`src/rtl/avs_button_led_pio.sv`:
```
// avs_button_led_pio: Avalon-MM LED register plus debounced button/switch
// input port with rising-edge capture and a masked level interrupt.
//
// Ports:
//   clk, rstN          system clock, synchronous active-low reset
//   avs_address        word address (0 LED, 1 IN, 2 EDGE, 3 MASK)
//   avs_read/write     strobes; reads answer one cycle later, no stalls
//   avs_writedata      write data
//   avs_readdata       read data, qualified by avs_readdatavalid
//   avs_readdatavalid  one-cycle read-data qualifier
//   pio_out            LED register value
//   pio_in             raw asynchronous inputs
//   irq                registered level interrupt
module avs_button_led_pio #(
  parameter int OUT_WIDTH      = 8,
  parameter int IN_WIDTH       = 8,
  parameter int DEBOUNCE_COUNT = 500000
) (
  input  logic                 clk,
  input  logic                 rstN,
  input  logic [1:0]           avs_address,
  input  logic                 avs_read,
  input  logic                 avs_write,
  input  logic [31:0]          avs_writedata,
  output logic [31:0]          avs_readdata,
  output logic                 avs_readdatavalid,
  output logic [OUT_WIDTH-1:0] pio_out,
  input  logic [IN_WIDTH-1:0]  pio_in,
  output logic                 irq
);

  localparam int CW = $clog2(DEBOUNCE_COUNT);
  localparam logic [CW-1:0] TERM = CW'(DEBOUNCE_COUNT - 1);

  logic [IN_WIDTH-1:0]  sync1;
  logic [IN_WIDTH-1:0]  sync2;
  logic [IN_WIDTH-1:0]  deb;
  logic [IN_WIDTH-1:0]  deb_nxt;
  logic [IN_WIDTH-1:0]  rise;
  logic [IN_WIDTH-1:0]  edge_r;
  logic [IN_WIDTH-1:0]  edge_nxt;
  logic [IN_WIDTH-1:0]  edge_clr;
  logic [IN_WIDTH-1:0]  mask_r;
  logic [OUT_WIDTH-1:0] led;
  logic [CW-1:0]        cnt     [IN_WIDTH];
  logic [CW-1:0]        cnt_nxt [IN_WIDTH];
  logic [31:0]          rd_mux;
  logic                 wr_led;
  logic                 wr_edge;
  logic                 wr_mask;
  logic                 unused_wdata;

  assign unused_wdata = ^avs_writedata;

  assign wr_led  = avs_write && (avs_address == 2'd0);
  assign wr_edge = avs_write && (avs_address == 2'd2);
  assign wr_mask = avs_write && (avs_address == 2'd3);

  // Counter runs only while the synced input disagrees with the
  // accepted value; any agreement restarts it, so short glitches die.
  always_comb begin
    deb_nxt = deb;
    cnt_nxt = cnt;
    for (int i = 0; i < IN_WIDTH; i++) begin
      if (sync2[i] == deb[i]) begin
        cnt_nxt[i] = '0;
      end else if (cnt[i] == TERM) begin
        deb_nxt[i] = sync2[i];
        cnt_nxt[i] = '0;
      end else begin
        cnt_nxt[i] = cnt[i] + CW'(1);
      end
    end
  end

  assign rise = deb_nxt & ~deb;

  // Set beats clear when both hit one bit in the same cycle.
  assign edge_clr = wr_edge ? avs_writedata[IN_WIDTH-1:0] : '0;
  assign edge_nxt = (edge_r & ~edge_clr) | rise;

  always_comb begin
    rd_mux = '0;
    unique case (avs_address)
      2'd0: rd_mux[OUT_WIDTH-1:0] = led;
      2'd1: rd_mux[IN_WIDTH-1:0]  = deb;
      2'd2: rd_mux[IN_WIDTH-1:0]  = edge_r;
      2'd3: rd_mux[IN_WIDTH-1:0]  = mask_r;
    endcase
  end

  always_ff @(posedge clk) begin
    if (!rstN) begin
      sync1 <= '0;
      sync2 <= '0;
      deb   <= '0;
      for (int i = 0; i < IN_WIDTH; i++)
        cnt[i] <= '0;
    end else begin
      sync1 <= pio_in;
      sync2 <= sync1;
      deb   <= deb_nxt;
      for (int i = 0; i < IN_WIDTH; i++)
        cnt[i] <= cnt_nxt[i];
    end
  end

  always_ff @(posedge clk) begin
    if (!rstN) begin
      led               <= '0;
      edge_r            <= '0;
      mask_r            <= '0;
      irq               <= 1'b0;
      avs_readdata      <= '0;
      avs_readdatavalid <= 1'b0;
    end else begin
      if (wr_led)
        led <= avs_writedata[OUT_WIDTH-1:0];
      if (wr_mask)
        mask_r <= avs_writedata[IN_WIDTH-1:0];
      edge_r            <= edge_nxt;
      irq               <= |(edge_r & mask_r);
      avs_readdata      <= avs_read ? rd_mux : '0;
      avs_readdatavalid <= avs_read;
    end
  end

  assign pio_out = led;

endmodule

```
`config.mk`:
```
export PLATFORM = sky130hd
export DESIGN_NAME = avs_button_led_pio
export DESIGN_NICKNAME = d
export VERILOG_FILES = /design/src/rtl/avs_button_led_pio.sv
export SDC_FILE = /design/constraint.sdc
export NUM_CORES = 1
export LEC_CHECK = 0
export CAP_MARGIN = 20
export CORE_ASPECT_RATIO = 0.7
export CORE_MARGIN = 4
export CORE_UTILIZATION = 40
export CTS_CLUSTER_DIAMETER = 150
export DETAILED_ROUTE_END_ITERATION = 7
export DONT_BUFFER_PORTS = 1
export GPL_TIMING_DRIVEN = 0
export HOLD_SLACK_MARGIN = 0.1
export PLACE_DENSITY = 0.58
export SLEW_MARGIN = 20
export SYNTH_ARGS = -nofsm -noshare
export SYNTH_HDL_FRONTEND = slang
export SYNTH_SLANG_ARGS = --single-unit
```
`constraint.sdc`:
```
create_clock -name clk -period 3 [get_ports clk]
set_input_delay 0 -clock clk [delete_from_list [all_inputs] [get_ports clk]]
set_output_delay 0 -clock clk [all_outputs]
set_load 0.005 [all_outputs]
```
== Word level (Yosys, flattened, before mapping) ==
Index checks and enable logic that the tools add are counted.
Word-level totals
  register bits after elaboration: 234
  bits of input ports: 46
  logic and storage cells: 84
Cells by class
  add/sub/neg operators: 8
  eq/ne operators: 19
  muxes and demuxes: 18
  bitwise logic cells: 7
  reductions and logical operators: 14
Operators by type and width (count)
  adder 19 x 1 -> 19 bit (second input constant): 8
  equality test 19 bit (second input constant): 8
  case mux 8 bit (4 select lines): 1
  AND 8 bit: 3
  OR reduction 3 bit: 8
  2-to-1 mux 1 bit: 16
  inverter 8 bit: 2
  equality test 1 bit: 8
  2-to-1 mux 8 bit: 1
  bitwise OR 8 bit: 1
  OR reduction 8 bit: 1
  equality test 2 bit (second input constant): 2
  logical AND 1 bit: 3
  equality test 2 x 1 -> 1 bit (second input constant): 1
  logical NOT 2 bit: 1
  AND reduction 2 bit: 1
  inverter 1 bit: 1

== Logic depth before layout (Yosys ltp) ==
  depth in word-level cells: 6
  mapped depth: 7
  depth with buffers taken out: 5

== Least setup slack after synthesis ==
No wires, ideal clock.
  kind: reg-to-reg
  start: reg cnt[38] in the netlist's numbering
  end: reg cnt[42] in the netlist's numbering
  library setup time: 0.117 ns
  arrival: 1.925 ns
  setup slack: 0.957 ns
  stages on the path, launching flop included: 8
  buffers on the path: 2
  period minus slack after synthesis: 2.043 ns
  path through: dfxtp_1 -> ha_1 -> and4_1 -> clkbuf_1 -> nand4_1 -> o211ai_1 -> buf_2 -> nor2_1
Between the ends
  word-level cells in the longest chain between the ends: 2
  elaborated cells on any way between the ends: 3
  those cells by class: 1 x add/sub; 1 x eq/ne; 1 x reduce/logical
RTL lines
  start: declaration: line 45  | logic [CW-1:0] cnt [IN_WIDTH];
  start signal: indexed assignment: line 104  | cnt[i] <= cnt_nxt[i];
  branches (longest 2 deep; another with adder 19 x 1 -> 19 bit)
Parallel ways; which one is timed is not known.
A chain may end at the register's enable or synchronous reset.

== Worst setup path in the final report ==
  start: reg cnt[38] in the netlist's numbering
  end: reg cnt[44] in the netlist's numbering
Same word-level chain as after synthesis.

==> flow_summary.yaml <==
outcome:
  status: "finished clean"
place:
  routabilityCongestion: 0.8055
  port_buffers: 0
  hpwlAfterDp_mm: 13.98
timing:
  period_needed_ns: 2.620
  tns_ns: 0
  setup-violations-final: 0
  fin_worst_skew_ns: 0.01559
  worstMarginPinSlew_ns: 0.8331
  rsz0062_at_grt: "false"
  hold_viol: 0
  slew_viol_final: 0
  slew_headroom: 0.4422
  max_freq_mhz: 381.7
  fin_crit_sh: 0.8732
setup_path:
  setup.worst_path.class: "register to register"
  crit_chain: "ha_1 -> and4_1 -> clkbuf_1 -> nand4_1 -> o211ai_1 -> buf_2 -> nor2_1"
  path_max_fanout: 10
  path_buf_inv: 2
  cp.arrival_ns: 3.01
  end_kind: "register"
  cpPeakStageDelay_ns: 0.75
  cpLargestDelayFamily: "compound AO/OA/AOI/OAI gates"
  startpoint_type: "register"
  crit_slowest_cell: "o211ai_1"
  worstSetupStartpoint: "cnt[38]"
  cp.required_ns: 3.39
  worstReg2RegStart: "cnt[38]"
floorplan:
  core-area_sq_um: 22680
  dieHeight_microns: 135.2
  start_util: 0.4078
  rows: 46
  io_pins: 88
  dieArea_sq_um: 25660
  die_x_microns: 189.7
finish:
  fill_cells: 2241
  syn_to_final_growth_pct: 15.33
  fin_util: 0.4703
  multi_input_area_sq_um: 4698
  drive_gt1_frac: 0.08794
  final_cell_mix: "dfxtp_1 (210), nor2_1 (146), nand2_1 (61)"
  layout_commonest_cell: "dfxtp_1"
  seqCellArea_sq_um: 4204
  finalNetCount: 1142
clock_network:
  h-tree-depth: 1
  cts_tree: "yes"
  root_buffer: "clkbuf_16"
  cts.path.max_buffers: 3
  post_cts_buffers: 0
  cts_resized: 0
  cts_buffers: 22
  clock_latency_ns: 0.50
  cts.clk_slew.worst_paths_ns: 0.06
  cts_num_sinks: 210
power:
  powerDensity_nw_per_um2: 544.5
  share_seq_of_total_power: 0.487
  power_frac_clock: 0.487
  p_int_mw: 4.607
  p_sw_mw: 1.201
  power_leakage_nw: 3.377
  ir_drop_mv: 0.3433
  p_sw_frac: 0.2068
  comb_power_share: 0.026
synthesis:
  synth-seq-area-share: 0.4546
  synth_area_sq_um: 9248
  yosysUniqueCellTypes: 51
  synth_top_flop_cell: "dfxtp_1"
  ys_warn_count: 0
  synth-edff-count: 0
  syn_inst: 1024
  ys_ff_latch: 210
  synthArstFlopShare: 0
  syn_area_per_cell_sq_um: 9.031
detailed_routing:
  wl_per_cell_microns: 13.80
  vias: 7208
  drt_wl_total_mm: 19.54
  antenna_left: 0
  drtIter0Drc: 426
  routed_via_density: 5.090
  first_pass_iters: 5
  drcViolationCount: 0
global_route:
  antenna_found_initial: 3
  grt_overflow: 0
  first_global_vias: 6410
  grt_util_all_layers: 0.1521
  grt_pass1_wl_mm: 32.69
  grt_max_degree: 14
min_path:
  min_path_type: "input pin to register"
  min_from: "rstN"
job:
  maxCapViolations: 0
==> per-layer routing <==
| layer | routed length, microns | up-vias | global-route usage |
|---|---|---|---|
| met1 | 10330 | 3349 | 0.2358 |
| met2 | 7821 | 116 | 0.2146 |
| li1 | - | 3706 | - |
| met5 | 20 | - | 0 |
| met4 | 427 | 4 | 0.03494 |
| met3 | 950 | 33 | 0.03375 |
==> power by group through the flow <==
stage               sequential, mW  combinational, mW  clock [mW]
floorplan                     2.88              0.102           0
global placement              2.89              0.129           0
detailed placement            2.89              0.130           0
CTS                           2.83              0.154        2.91
global route                  2.83              0.173        3.01
finish                        2.83              0.153        2.83
==> worst reg2reg max path: stages (launching register included) <==
cell and delay [ns]:
dfxtp_1 0.37, ha_1 0.21, and4_1 0.20, clkbuf_1 0.28
nand4_1 0.27, o211ai_1 0.75, buf_2 0.35, nor2_1 0.07
==> flip-flops by register name (all words and copies together), names as in the netlist <==
register and cells:
mask_r 8, edge_r 8, sync2 8, pio_out 8
sync1 8, avs_readdata 8, deb 8, cnt 152
irq 1, avs_readdatavalid 1
==> cells by family after synthesis <==
logic type | Yosys count | synth area share
AO/OA/AOI/OAI | 116 | 0.07780
XOR/XNOR | 105 | 0.09945
multiplexers | 24 | 0.03680
buffers and inverters | 84 | 0.04668
adder cells (fa/ha/maj) | 8 | 0.01082
AND/OR/NAND/NOR | 476 | 0.2734
other | 1 | 0.0004055
flip-flops | 210 | 0.4546
==> layout make-up <==
type                    instances  share of cell area
well taps                     312             0.03660
multi-input cells             753              0.4405
clock inverters                 4            0.004458
inverters                      31             0.01091
clock buffers                  35             0.06757
diodes                          1           0.0002346
flip-flops and latches        210              0.3942
plain buffers                  53             0.02956
repair buffers                 17             0.01595
==> timing repair <==
item | in CTS | in global routing
endpoints found under the setup margin | 0 | 0
hold endpoints to repair | 33 | 0
hold buffers | 17 | 0
==> stage by stage <==
step                      cells  hold slack [ns]  area, sq um  total power [mW]  worst slack [ns]
after floorplan            1047           0.1273         9334             2.985            0.9572
after global placement     1359           0.1294         9724             3.017            0.4058
after CTS                  1415           0.1035        10660             5.891            0.3581
after detailed placement   1359           0.1305         9724             3.019            0.3643
after global routing       1416           0.1229        10670             6.015           0.08261
final                      1416          0.07136        10670             5.808            0.3804
==> synth_stat cells (28+ instances only) <==
cell     instances  area, sq um
and2_1          30        187.7
nand4_1         34        212.7
or4_1           34        255.2
dfxtp_1        210         4204
xnor2_1         60        525.5
buf_4           28        210.2
nand2_1         61        229.0
a21oi_1         48        240.2
inv_1           31        116.4
nand3_1         56        280.3
nor2_1         146        548.0
xor2_1          45        394.1
==> path summary, 6_finish.rpt <==
check / to / slack (ns) / cells after the start
max reg2reg: cnt[44] / 0.38 / 7
min: sync2[7] / 0.07 / 2
max: cnt[44] / 0.38 / 7
min reg2reg: sync2[1] / 0.43 / 1
No activity file was read; power rests on OpenSTA's default activity.
